**config.mk**
```make
export PLATFORM = sky130hd
export DESIGN_NAME = control_unit_fsm
export DESIGN_NICKNAME = d
export VERILOG_FILES = /design/src/rtl/control_unit_fsm_pkg.sv /design/src/rtl/control_unit_fsm_instr_class_decoder.sv /design/src/rtl/control_unit_fsm.sv
export SDC_FILE = /design/constraint.sdc
export NUM_CORES = 1
export LEC_CHECK = 0
export CELL_PAD_IN_SITES_DETAIL_PLACEMENT = 0
export CELL_PAD_IN_SITES_GLOBAL_PLACEMENT = 1
export CORE_MARGIN = 4
export CORE_UTILIZATION = 25
export CTS_BUF_LIST = sky130_fd_sc_hd__clkbuf_16
export CTS_CLUSTER_DIAMETER = 150
export DETAILED_ROUTE_END_ITERATION = 10
export HOLD_SLACK_MARGIN = 0.02
export PLACE_DENSITY_LB_ADDON = 0.1
export SETUP_SLACK_MARGIN = 0.5
export SYNTH_ARGS = -nofsm -noshare
export SYNTH_HDL_FRONTEND = slang
export SYNTH_SLANG_ARGS = --single-unit
```
**constraint.sdc**
```tcl
create_clock -name clk -period 2.1 [get_ports clk]
set_input_delay 0.42 -clock clk [delete_from_list [all_inputs] [get_ports clk]]
set_output_delay 0.42 -clock clk [all_outputs]
set_load 0.005 [all_outputs]
```
**src/rtl/control_unit_fsm_pkg.sv**
```systemverilog
// Shared types for the multicycle RV64I control unit: FSM states,
// datapath select codes, splice codes and opcode/funct3 encodings.
package control_unit_fsm_pkg;

    localparam int MEM_TIMEOUT_DEF = 15;

    localparam logic [6:0] OPC_LUI    = 7'b0110111;
    localparam logic [6:0] OPC_AUIPC  = 7'b0010111;
    localparam logic [6:0] OPC_JAL    = 7'b1101111;
    localparam logic [6:0] OPC_JALR   = 7'b1100111;
    localparam logic [6:0] OPC_BRANCH = 7'b1100011;
    localparam logic [6:0] OPC_LOAD   = 7'b0000011;
    localparam logic [6:0] OPC_STORE  = 7'b0100011;
    localparam logic [6:0] OPC_OP_IMM = 7'b0010011;
    localparam logic [6:0] OPC_OP     = 7'b0110011;

    localparam logic [2:0] F3_ADD = 3'b000;
    localparam logic [2:0] F3_SLL = 3'b001;
    localparam logic [2:0] F3_SLT = 3'b010;
    localparam logic [2:0] F3_XOR = 3'b100;
    localparam logic [2:0] F3_SR  = 3'b101;
    localparam logic [2:0] F3_AND = 3'b111;

    localparam logic [2:0] F3_BEQ = 3'b000;
    localparam logic [2:0] F3_BNE = 3'b001;
    localparam logic [2:0] F3_BLT = 3'b100;
    localparam logic [2:0] F3_BGE = 3'b101;

    localparam logic [2:0] F3_D  = 3'b011;
    localparam logic [2:0] F3_W  = 3'b010;
    localparam logic [2:0] F3_H  = 3'b001;
    localparam logic [2:0] F3_B  = 3'b000;
    localparam logic [2:0] F3_BU = 3'b100;

    typedef enum logic [3:0] {
        S_FETCH, S_DECODE, S_EXEC, S_WB_ALU,
        S_ADDR, S_MEM_RD, S_WB_MEM, S_MEM_WR,
        S_NEXT_PC, S_BRANCH, S_JAL, S_JALR, S_HALT
    } state_e;

    typedef enum logic [2:0] {
        ALU_SUM, ALU_SUB, ALU_SLL, ALU_SRL,
        ALU_SRA, ALU_XOR, ALU_AND, ALU_LESS
    } ops_alu;

    typedef enum logic [1:0] {
        _ALA_PC, _ALA_REG_A, _ALA_ZERO
    } alu_src_a_e;

    typedef enum logic [1:0] {
        _ALB_REG_B, _ALB_IMM, _ALB_IMM2, _ALB_CONST4
    } alu_src_b_e;

    typedef enum logic {
        _PC_ALU_OUT, _PC_ALU_REG
    } pc_source_e;

    typedef enum logic [1:0] {
        _FW_ALU_OUT, _FW_MEM_OUT, _FW_PC_4
    } file_write_e;

    typedef enum logic [1:0] {
        SPL_LD, SPL_LW, SPL_LH, SPL_LBU
    } splice_load;

    typedef enum logic [1:0] {
        SPS_SD, SPS_SW, SPS_SH, SPS_SB
    } splice_store;

    typedef enum logic [3:0] {
        CL_ALU_R, CL_ALU_I, CL_LUI, CL_AUIPC, CL_LOAD,
        CL_STORE, CL_BRANCH, CL_JAL, CL_JALR, CL_BAD
    } instr_class_e;

    typedef struct packed {
        logic   bad;
        ops_alu op;
    } alu_map_t;

    // OR/ORI and SLT(I)U have no matching ALU operation.
    function automatic alu_map_t alu_map(
        input logic [2:0] f3,
        input logic       alt,
        input logic       r_type
    );
        alu_map_t m;
        m.bad = 1'b0;
        m.op  = ALU_SUM;
        unique case (f3)
            F3_ADD:  m.op = (r_type && alt) ? ALU_SUB : ALU_SUM;
            F3_SLL:  m.op = ALU_SLL;
            F3_SLT:  m.op = ALU_LESS;
            F3_XOR:  m.op = ALU_XOR;
            F3_SR:   m.op = alt ? ALU_SRA : ALU_SRL;
            F3_AND:  m.op = ALU_AND;
            default: m.bad = 1'b1;
        endcase
        return m;
    endfunction

endpackage

```
**src/rtl/control_unit_fsm_instr_class_decoder.sv**
```systemverilog
// Combinational instruction classifier: opcode/funct fields to class,
// ALU operation, load/store splice codes and an illegal flag.
module control_unit_fsm_instr_class_decoder
    import control_unit_fsm_pkg::*;
(
    input  logic [6:0]   opcode_i,
    input  logic [2:0]   funct3_i,
    input  logic         alt_i,
    output instr_class_e cls_o,
    output ops_alu       alu_op_o,
    output splice_load   load_o,
    output splice_store  store_o,
    output logic         bad_o
);

    alu_map_t m;

    always_comb begin
        cls_o    = CL_BAD;
        alu_op_o = ALU_SUM;
        load_o   = SPL_LD;
        store_o  = SPS_SD;
        bad_o    = 1'b1;
        m = alu_map(funct3_i, alt_i, opcode_i == OPC_OP);
        unique case (opcode_i)
            OPC_OP: begin
                cls_o    = CL_ALU_R;
                alu_op_o = m.op;
                bad_o    = m.bad;
            end
            OPC_OP_IMM: begin
                cls_o    = CL_ALU_I;
                alu_op_o = m.op;
                bad_o    = m.bad;
            end
            OPC_LUI: begin
                cls_o = CL_LUI;
                bad_o = 1'b0;
            end
            OPC_AUIPC: begin
                cls_o = CL_AUIPC;
                bad_o = 1'b0;
            end
            OPC_JAL: begin
                cls_o = CL_JAL;
                bad_o = 1'b0;
            end
            OPC_JALR: begin
                cls_o = CL_JALR;
                bad_o = 1'b0;
            end
            OPC_LOAD: begin
                cls_o = CL_LOAD;
                bad_o = 1'b0;
                unique case (funct3_i)
                    F3_D:    load_o = SPL_LD;
                    F3_W:    load_o = SPL_LW;
                    F3_H:    load_o = SPL_LH;
                    F3_BU:   load_o = SPL_LBU;
                    default: bad_o  = 1'b1;
                endcase
            end
            OPC_STORE: begin
                cls_o = CL_STORE;
                bad_o = 1'b0;
                unique case (funct3_i)
                    F3_D:    store_o = SPS_SD;
                    F3_W:    store_o = SPS_SW;
                    F3_H:    store_o = SPS_SH;
                    F3_B:    store_o = SPS_SB;
                    default: bad_o   = 1'b1;
                endcase
            end
            OPC_BRANCH: begin
                cls_o = CL_BRANCH;
                bad_o = 1'b0;
                unique case (funct3_i)
                    F3_BEQ, F3_BNE: alu_op_o = ALU_SUB;
                    F3_BLT, F3_BGE: alu_op_o = ALU_LESS;
                    default:        bad_o    = 1'b1;
                endcase
            end
            default: ;
        endcase
    end

endmodule

```
**src/rtl/control_unit_fsm.sv**
```systemverilog
// Multicycle RV64I control FSM: sequences fetch/decode/execute/memory/
// writeback, drives datapath enables and handshakes with memory.
module control_unit_fsm
    import control_unit_fsm_pkg::*;
#(
    parameter int MEM_TIMEOUT = MEM_TIMEOUT_DEF
) (
    input  logic        clk,
    input  logic        reset,
    input  logic [31:0] instr,
    input  logic        alu_zero,
    input  logic        alu_lt,
    input  logic        mem_ready,
    output logic        mem_req,
    output logic        mem_we,
    output logic        iord,
    output logic        ir_write,
    output logic        mdr_write,
    output logic        alu_reg_write,
    output logic        pc_write,
    output logic        reg_write,
    output ops_alu      alu_op,
    output alu_src_a_e  alu_src_a,
    output alu_src_b_e  alu_src_b,
    output pc_source_e  pc_source,
    output file_write_e file_write,
    output splice_load  load_sel,
    output splice_store store_sel,
    output logic        halted,
    output logic        err
);

    localparam int CW = $clog2(MEM_TIMEOUT + 1);
    localparam logic [CW-1:0] CNT_LAST = CW'(MEM_TIMEOUT - 1);

    state_e        state_q, state_d;
    logic [CW-1:0] cnt_q, cnt_d;
    logic          err_q, err_d;
    instr_class_e  cls;
    ops_alu        dec_op;
    splice_load    dec_ld;
    splice_store   dec_st;
    logic          dec_bad;
    logic          taken;
    logic          unused_instr;

    assign unused_instr = ^{instr[31], instr[29:15], instr[11:7]};

    control_unit_fsm_instr_class_decoder u_dec (
        .opcode_i (instr[6:0]),
        .funct3_i (instr[14:12]),
        .alt_i    (instr[30]),
        .cls_o    (cls),
        .alu_op_o (dec_op),
        .load_o   (dec_ld),
        .store_o  (dec_st),
        .bad_o    (dec_bad)
    );

    always_comb begin
        case (instr[14:12])
            F3_BEQ:  taken = alu_zero;
            F3_BNE:  taken = !alu_zero;
            F3_BLT:  taken = alu_lt;
            default: taken = !alu_lt;
        endcase
    end

    always_ff @(posedge clk) begin
        if (reset) begin
            state_q <= S_FETCH;
            cnt_q   <= '0;
            err_q   <= 1'b0;
        end else begin
            state_q <= state_d;
            cnt_q   <= cnt_d;
            err_q   <= err_d;
        end
    end

    always_comb begin
        state_d       = state_q;
        cnt_d         = '0;
        err_d         = err_q;
        mem_req       = 1'b0;
        mem_we        = 1'b0;
        iord          = 1'b0;
        ir_write      = 1'b0;
        mdr_write     = 1'b0;
        alu_reg_write = 1'b0;
        pc_write      = 1'b0;
        reg_write     = 1'b0;
        alu_op        = ALU_SUM;
        alu_src_a     = _ALA_PC;
        alu_src_b     = _ALB_REG_B;
        pc_source     = _PC_ALU_OUT;
        file_write    = _FW_ALU_OUT;
        load_sel      = SPL_LD;
        store_sel     = SPS_SD;
        halted        = 1'b0;
        err           = 1'b0;
        if (!reset) begin
            unique case (state_q)
                S_FETCH: begin
                    mem_req  = 1'b1;
                    ir_write = mem_ready;
                    if (mem_ready) state_d = S_DECODE;
                end
                S_DECODE: begin
                    alu_src_b     = _ALB_IMM2;
                    alu_reg_write = 1'b1;
                    unique case (cls)
                        CL_ALU_R, CL_ALU_I,
                        CL_LUI, CL_AUIPC:    state_d = S_EXEC;
                        CL_LOAD, CL_STORE:   state_d = S_ADDR;
                        CL_BRANCH:           state_d = S_BRANCH;
                        CL_JAL:              state_d = S_JAL;
                        CL_JALR:             state_d = S_JALR;
                        default:             state_d = S_HALT;
                    endcase
                end
                S_EXEC: begin
                    if (dec_bad) begin
                        state_d = S_HALT;
                    end else begin
                        alu_reg_write = 1'b1;
                        alu_op        = dec_op;
                        alu_src_a     = _ALA_REG_A;
                        alu_src_b     = _ALB_IMM;
                        state_d       = S_WB_ALU;
                        case (cls)
                            CL_ALU_R: alu_src_b = _ALB_REG_B;
                            CL_LUI:   alu_src_a = _ALA_ZERO;
                            CL_AUIPC: alu_src_a = _ALA_PC;
                            default:  ;
                        endcase
                    end
                end
                S_WB_ALU, S_WB_MEM, S_NEXT_PC: begin
                    reg_write  = state_q != S_NEXT_PC;
                    file_write = (state_q == S_WB_MEM) ?
                                 _FW_MEM_OUT : _FW_ALU_OUT;
                    alu_src_b  = _ALB_CONST4;
                    pc_write   = 1'b1;
                    state_d    = S_FETCH;
                end
                S_ADDR: begin
                    if (dec_bad) begin
                        state_d = S_HALT;
                    end else begin
                        alu_src_a     = _ALA_REG_A;
                        alu_src_b     = _ALB_IMM;
                        alu_reg_write = 1'b1;
                        state_d       = (cls == CL_LOAD) ?
                                        S_MEM_RD : S_MEM_WR;
                    end
                end
                S_MEM_RD: begin
                    mem_req   = 1'b1;
                    iord      = 1'b1;
                    load_sel  = dec_ld;
                    mdr_write = mem_ready;
                    if (mem_ready) state_d = S_WB_MEM;
                end
                S_MEM_WR: begin
                    mem_req   = 1'b1;
                    mem_we    = 1'b1;
                    iord      = 1'b1;
                    store_sel = dec_st;
                    if (mem_ready) state_d = S_NEXT_PC;
                end
                S_BRANCH: begin
                    if (dec_bad) begin
                        state_d = S_HALT;
                    end else begin
                        alu_op    = dec_op;
                        alu_src_a = _ALA_REG_A;
                        alu_src_b = _ALB_REG_B;
                        pc_write  = taken;
                        pc_source = taken ? _PC_ALU_REG : _PC_ALU_OUT;
                        state_d   = taken ? S_FETCH : S_NEXT_PC;
                    end
                end
                S_JAL: begin
                    reg_write  = 1'b1;
                    file_write = _FW_PC_4;
                    pc_write   = 1'b1;
                    pc_source  = _PC_ALU_REG;
                    state_d    = S_FETCH;
                end
                S_JALR: begin
                    alu_src_a  = _ALA_REG_A;
                    alu_src_b  = _ALB_IMM;
                    reg_write  = 1'b1;
                    file_write = _FW_PC_4;
                    pc_write   = 1'b1;
                    state_d    = S_FETCH;
                end
                S_HALT: begin
                    halted = 1'b1;
                    err    = err_q;
                end
                default: state_d = S_HALT;
            endcase
            // Stalled memory access: bounded wait, then halt with error.
            if (mem_req && !mem_ready) begin
                if (cnt_q == CNT_LAST) begin
                    state_d = S_HALT;
                    err_d   = 1'b1;
                end else begin
                    cnt_d = cnt_q + 1'b1;
                end
            end
        end
    end

endmodule

```
After elaboration in Yosys (flattened, before gate mapping)
Memory sizes are Yosys's and may differ from the RTL's.
Cells that the tools add are included.

operators by class
  add/sub/neg operators = 1
  equality and inequality tests = 32
  muxes and demuxes = 73
  bitwise gates (word level) = 1
  reductions and logical operators = 26

operators with widths
  operator                                                         count
  4-bit one-hot mux with 9 select lines                            2
  4-bit two-way mux                                                9
  1-bit two-way mux                                                32
  4-bit == test, second input constant                             6
  2-bit two-way mux                                                11
  7-bit by 6-bit == test with 1-bit output, second input constant  3
  7-bit == test, second input constant                             3
  4-bit by 3-bit == test with 1-bit output, second input constant  5
  2-bit one-hot mux with 3 select lines                            3
  3-bit one-hot mux with 6 select lines                            1
  4-bit by 2-bit == test with 1-bit output, second input constant  4
  2-bit OR reduction                                               8
  4-bit OR reduction                                               4
  7-bit by 5-bit == test with 1-bit output, second input constant  2
  3-bit two-way mux                                                4
  3-bit one-hot mux with 2 select lines                            2
  2-bit one-hot mux with 5 select lines                            1
  3-bit == test, second input constant                             3
  3-bit OR reduction                                               3
  4-bit zero test                                                  2
  1-bit one-hot mux with 2 select lines                            4
  2-bit one-hot mux with 2 select lines                            2
  7-bit by 2-bit == test with 1-bit output, second input constant  1
  3-bit by 2-bit == test with 1-bit output, second input constant  2
  13 further kinds                                                 16

storage, ports and cells
  logic and storage cells = 137
  input port bits = 37
  output and inout port bits = 24
  register bits = 9
  bits in read-only memories = 64
  memories kept = 1

memories
  memory            depth  width  rd ports  clocked after Yosys merged registers in  write ports  RTL line                 text
  (name not given)  16     4      1         0                                        0            control_unit_fsm.sv:112  unique case (cls)

Logic depth before layout (Yosys ltp)
  depth in word-level cells = 8
  gate-level depth with buffers = 7
  gate-level depth less buffers = 7

Cells and area by module
From an unflattened synthesis, not the netlist that was laid out.

unflattened totals
  cells, all modules = 218
  area total of the unflattened synthesis = 1,455.1 µm²

modules (own cells, without submodules)
  module                                times used  cells each  area each (µm²)  sequential area each (µm²)
  control_unit_fsm                      1           154         1,027.2          180.2
  control_unit_fsm_instr_class_decoder  1           64          427.9            0.0

Least setup slack after synthesis
No wires, ideal clock.

  path kind = in2out
  start point = in instr[12]
  end point = out pc_write
  data required time = 1.680 ns
  path buffers = 1
  arrival = 1.785 ns
  cell stages on the path = 6
  slack = -0.105 ns
  path through = buf_4 o21ai_0 a211oi_2 o31ai_2 nand4_1 a311oi_1

on the way
  longest elaborated chain between the ends = 7
  elaborated cells between the ends (all ways) = 20
  those cells by class = eq/ne (6); mux (9); reduce/logical (5)

RTL lines
  item                                                                       RTL line                                    text
  start, declared                                                            control_unit_fsm.sv:10                      input logic [31:0] instr,
  3-bit == test (tied with other cells)                                      control_unit_fsm_pkg.sv:89                  unique case (f3)
  6-bit OR reduction (no line) / 4-bit OR reduction (equally long branches)  --
  1-bit two-way mux (on tied branches)                                       --
  1-bit one-hot mux with 5 select lines                                      control_unit_fsm_instr_class_decoder.sv:25  unique case (opcode_i)
  1-bit two-way mux *                                                        control_unit_fsm.sv:173                     if (dec_bad) begin
  1-bit one-hot mux with 2 select lines *                                    control_unit_fsm.sv:103                     unique case (state_q)
  1-bit two-way mux *                                                        control_unit_fsm.sv:102                     if (!reset) begin
  end, declared                                                              control_unit_fsm.sv:20                      output logic pc_write,

Mark *: on every way between the ends. The rest lies on a longest branch, timed or not.

Worst setup path after layout
  start point = in instr[5]
  end point = out pc_write

on the way
  longest elaborated chain between the ends = 6
  elaborated cells between the ends (all ways) = 15
  those cells by class = eq/ne (9); mux (4); reduce/logical (2)

RTL lines
  item                                                                       RTL line
  7-bit by 6-bit == test with 1-bit output (tied with other cells)           control_unit_fsm_instr_class_decoder.sv:25
  4-bit OR reduction (no line) / 2-bit OR reduction (equally long branches)  --
  1-bit one-hot mux with 5 select lines *                                    control_unit_fsm_instr_class_decoder.sv:25
  1-bit two-way mux *                                                        control_unit_fsm.sv:173
  1-bit one-hot mux with 2 select lines *                                    control_unit_fsm.sv:103
  1-bit two-way mux *                                                        control_unit_fsm.sv:102

Marks and branches as above.

==> impl_metrics.toml <==
[pwr]
ir_drop_mv = 0.7697
power_density_mw_per_mm2 = 811.1
power.leakage_uw = 0.001540

[finish]
antennaDiodeCount = 0
areaGrowthSynthToFinish_pct = 164.0
multi_input_area_mm2 = 0.001587
fillerInstances = 418
final_common_cell = "buf_4"
layout_common_cells = "71 x buf_4, 65 x buf_6, 27 x buf_2, 12 x nor2_1, 11 x o21ai_0"
ff_latch_area_um2 = 185.2
drive_above_1_share_pct = 70.95
layout.nets = 398
final_area_mm2 = 0.003482

[route]
drc = 0
num_vias = 2188
vias_per_cell = 5.112
wl_mm = 7.051
firstDrtPassIters = 4
routedWlPerCell_um = 16.47
ant_nets = 0
drt_iter0_drc = 66

[global_routing]
antenna_found_initial = 0
grt_usage_pct = 20.33
grt_pass1_vias = 2178
grt.overflow.total = 0
grt_pass1_wl_mm = 10.45
grt_max_degree = 14

[worst_setup_path]
worstRegToRegCells = 14
cpMostUsedCell = "buf_6"
worstPathArrival_ns = 1.97
reg2reg_slack_ns = 0
cp_slowest_cell = "o31ai_4"
cp_num_buf_inv = 5
path_class = "in -> out"
r2r-start = "state_q[1]$_SDFF_PP0_"
path_cells = "buf_6 > buf_6 > buf_6 > nand3b_1 > nor2_4 > o31ai_4 > buf_6 > nand4_1 > a311oi_2 > buf_2"
critPathMaxStageDelay_ns = 0.31
path_delay_family = "buffers and inverters"
critPathRequiredTime_ns = 1.68
r2r-end = "cnt_q[2]$_SDFF_PP0_"
start_kind = "input pin"
critPathCaptureType = "output pin"
cp_max_fo = 5

[sta]
period_minus_slack_ns = 2.392
finalSetupViolCount = 13
timing.setup.tns_ns = -2.162
fin_crit_sh_pct = 113.9
rsz0062_at_grt = "true"
max_slew_margin_pct = 70.78
report.final.slew_viol_count = 0
fin_skew_ns = 0.0003285
tightest_slew_ns = 0.4364
max_freq_ghz = 0.4181
hold_ws_ns = 0.4590
hold_viol = 0
layout_setup_ws_ns = -0.2917

[floorplan]
io_pins = 61
die_width_um = 80.63
die_area_mm2 = 0.006501
row_count = 26
core_area_mm2 = 0.005107
dieHeight_um = 80.63
start_util_pct = 25.82

[clocking]
insertion_delay_ns = 0.23
cts_buffers = 3
clock_tree.root_cell = "clkbuf_16"
tritoncts = "built"
cts_buffer_depth = 2
cts.sinks = 9
cts-htree-levels = 1
hold_buffers = 0
cts.clk_slew.worst_paths_ns = 0.04

[hold_path]
hold_class = "reg -> reg"
min_from = "cnt_q[0]$_SDFF_PP0_"
min_path_cells = 1
worstHoldEndpoint = "cnt_q[0]$_SDFF_PP0_"

[placed_design]
pre_cts_ws_ns = -0.9700
dp_hpwl_mm = 4.274
gp_routability_congestion = 0.8533
place_area_mm2 = 0.002286
io_buffer_count = 39

[outcome]
status = "complete, but fails checks"
violations = "setup timing"

[synth]
yosysWarnings = 0
mappedNetlistNets = 239
async_reset_ff_share_pct = 0
syn_area_mm2 = 0.001319
synth_seq_area_share_pct = 13.66
ys_types = 54
synth-seq-cells = 9
syn_area_per_cell_um2 = 6.594
synthCells = 200
synth-edff-count = 0
synthFlopType = "dfxtp_1"

[job]
drv_cap = 0
registers in the layout, indices dropped and copies added, names as in the netlist:
signal,flops
err_q,1
state_q,4
cnt_q,4
kinds of logic after synthesis:
group / share of synthesized area, %
AND/OR/NAND/NOR: 40.80
AO/OA/AOI/OAI: 31.31
buffers and inverters: 7.306
flip-flops: 13.66
XOR/XNOR: 3.321
multiplexers: 1.708
adder cells (fa/ha/maj): 1.897
repair_timing:
item | CTS | global route
pin swaps | 43 | 36
hold endpoints to repair | 0 | 0
setup buffers | 54 | 17
resized for setup | 264 | 55
endpoints found under the setup margin | 32 | 33
cloned | 1 | 0
cell type report:
cell class                 count  share of cell area [%]
sequential                     9                   5.318
inverter                       6                  0.6468
timing repair buffer         172                   43.69
multi-input combinational    167                   45.56
tap                           70                   2.515
clock buffer                   3                   2.156
clock inverter                 1                  0.1078
per-stage QoR:
stage,util (%),total power [uW],instances
floorplan,-,861.3,200
finish,68.18,2824,428
detailed placement,44.76,1405,352
global route,68.18,2964,428
CTS,61.47,2508,411
global placement,44.76,1395,352
cell usage after synthesis, types with 3 or more instances:
cell type | instances | share of area [%]
nor2_1 | 21 | 6.0
nor3_1 | 16 | 6.1
nand2_1 | 14 | 4.0
o21ai_0 | 14 | 5.3
clkbuf_1 | 13 | 3.7
nand2b_1 | 10 | 4.7
a211oi_1 | 9 | 5.1
dfxtp_1 | 9 | 14
a21oi_1 | 8 | 3.0
inv_1 | 6 | 1.7
nand3_1 | 6 | 2.3
nor4_1 | 5 | 2.4
nor2b_1 | 4 | 1.9
a21o_1 | 3 | 1.7
and2_1 | 3 | 1.4
nand3b_1 | 3 | 1.7
nand4_1 | 3 | 1.4
nor3b_1 | 3 | 1.7
xnor2_1 | 3 | 2.0
layer usage:
metal / global-route usage, % / vias up / wire length (um) / part of all wire [%]
li1: - / 1062 / - / -
met1: 25.38 / 1056 / 2989 / 42
met2: 38.08 / 60 / 3700 / 52
met3: 1.794 / 10 / 253 / 3.6
met4: 3.041 / 0 / 108 / 1.5
met5: 0 / - / 0 / 0
worst max path at each step:
stage,endpoint,start,slack (ns),cells past startpoint
detailed placement,pc_write,instr[5],-0.97,8
CTS,alu_src_a[0],instr[5],-0.39,9
global placement,pc_write,instr[5],-0.93,8
finish,pc_write,instr[5],-0.29,10
global route,pc_write,instr[5],-0.37,10
floorplan,pc_write,instr[4],0.05,6
report_power, final:
| part | internal (uW) | switching, uW |
|---|---|---|
| clock | 248 | 79.1 |
| sequential | 213 | 29.7 |
| combinational | 1250 | 1000 |
Power figures use the tool's default switching activity.
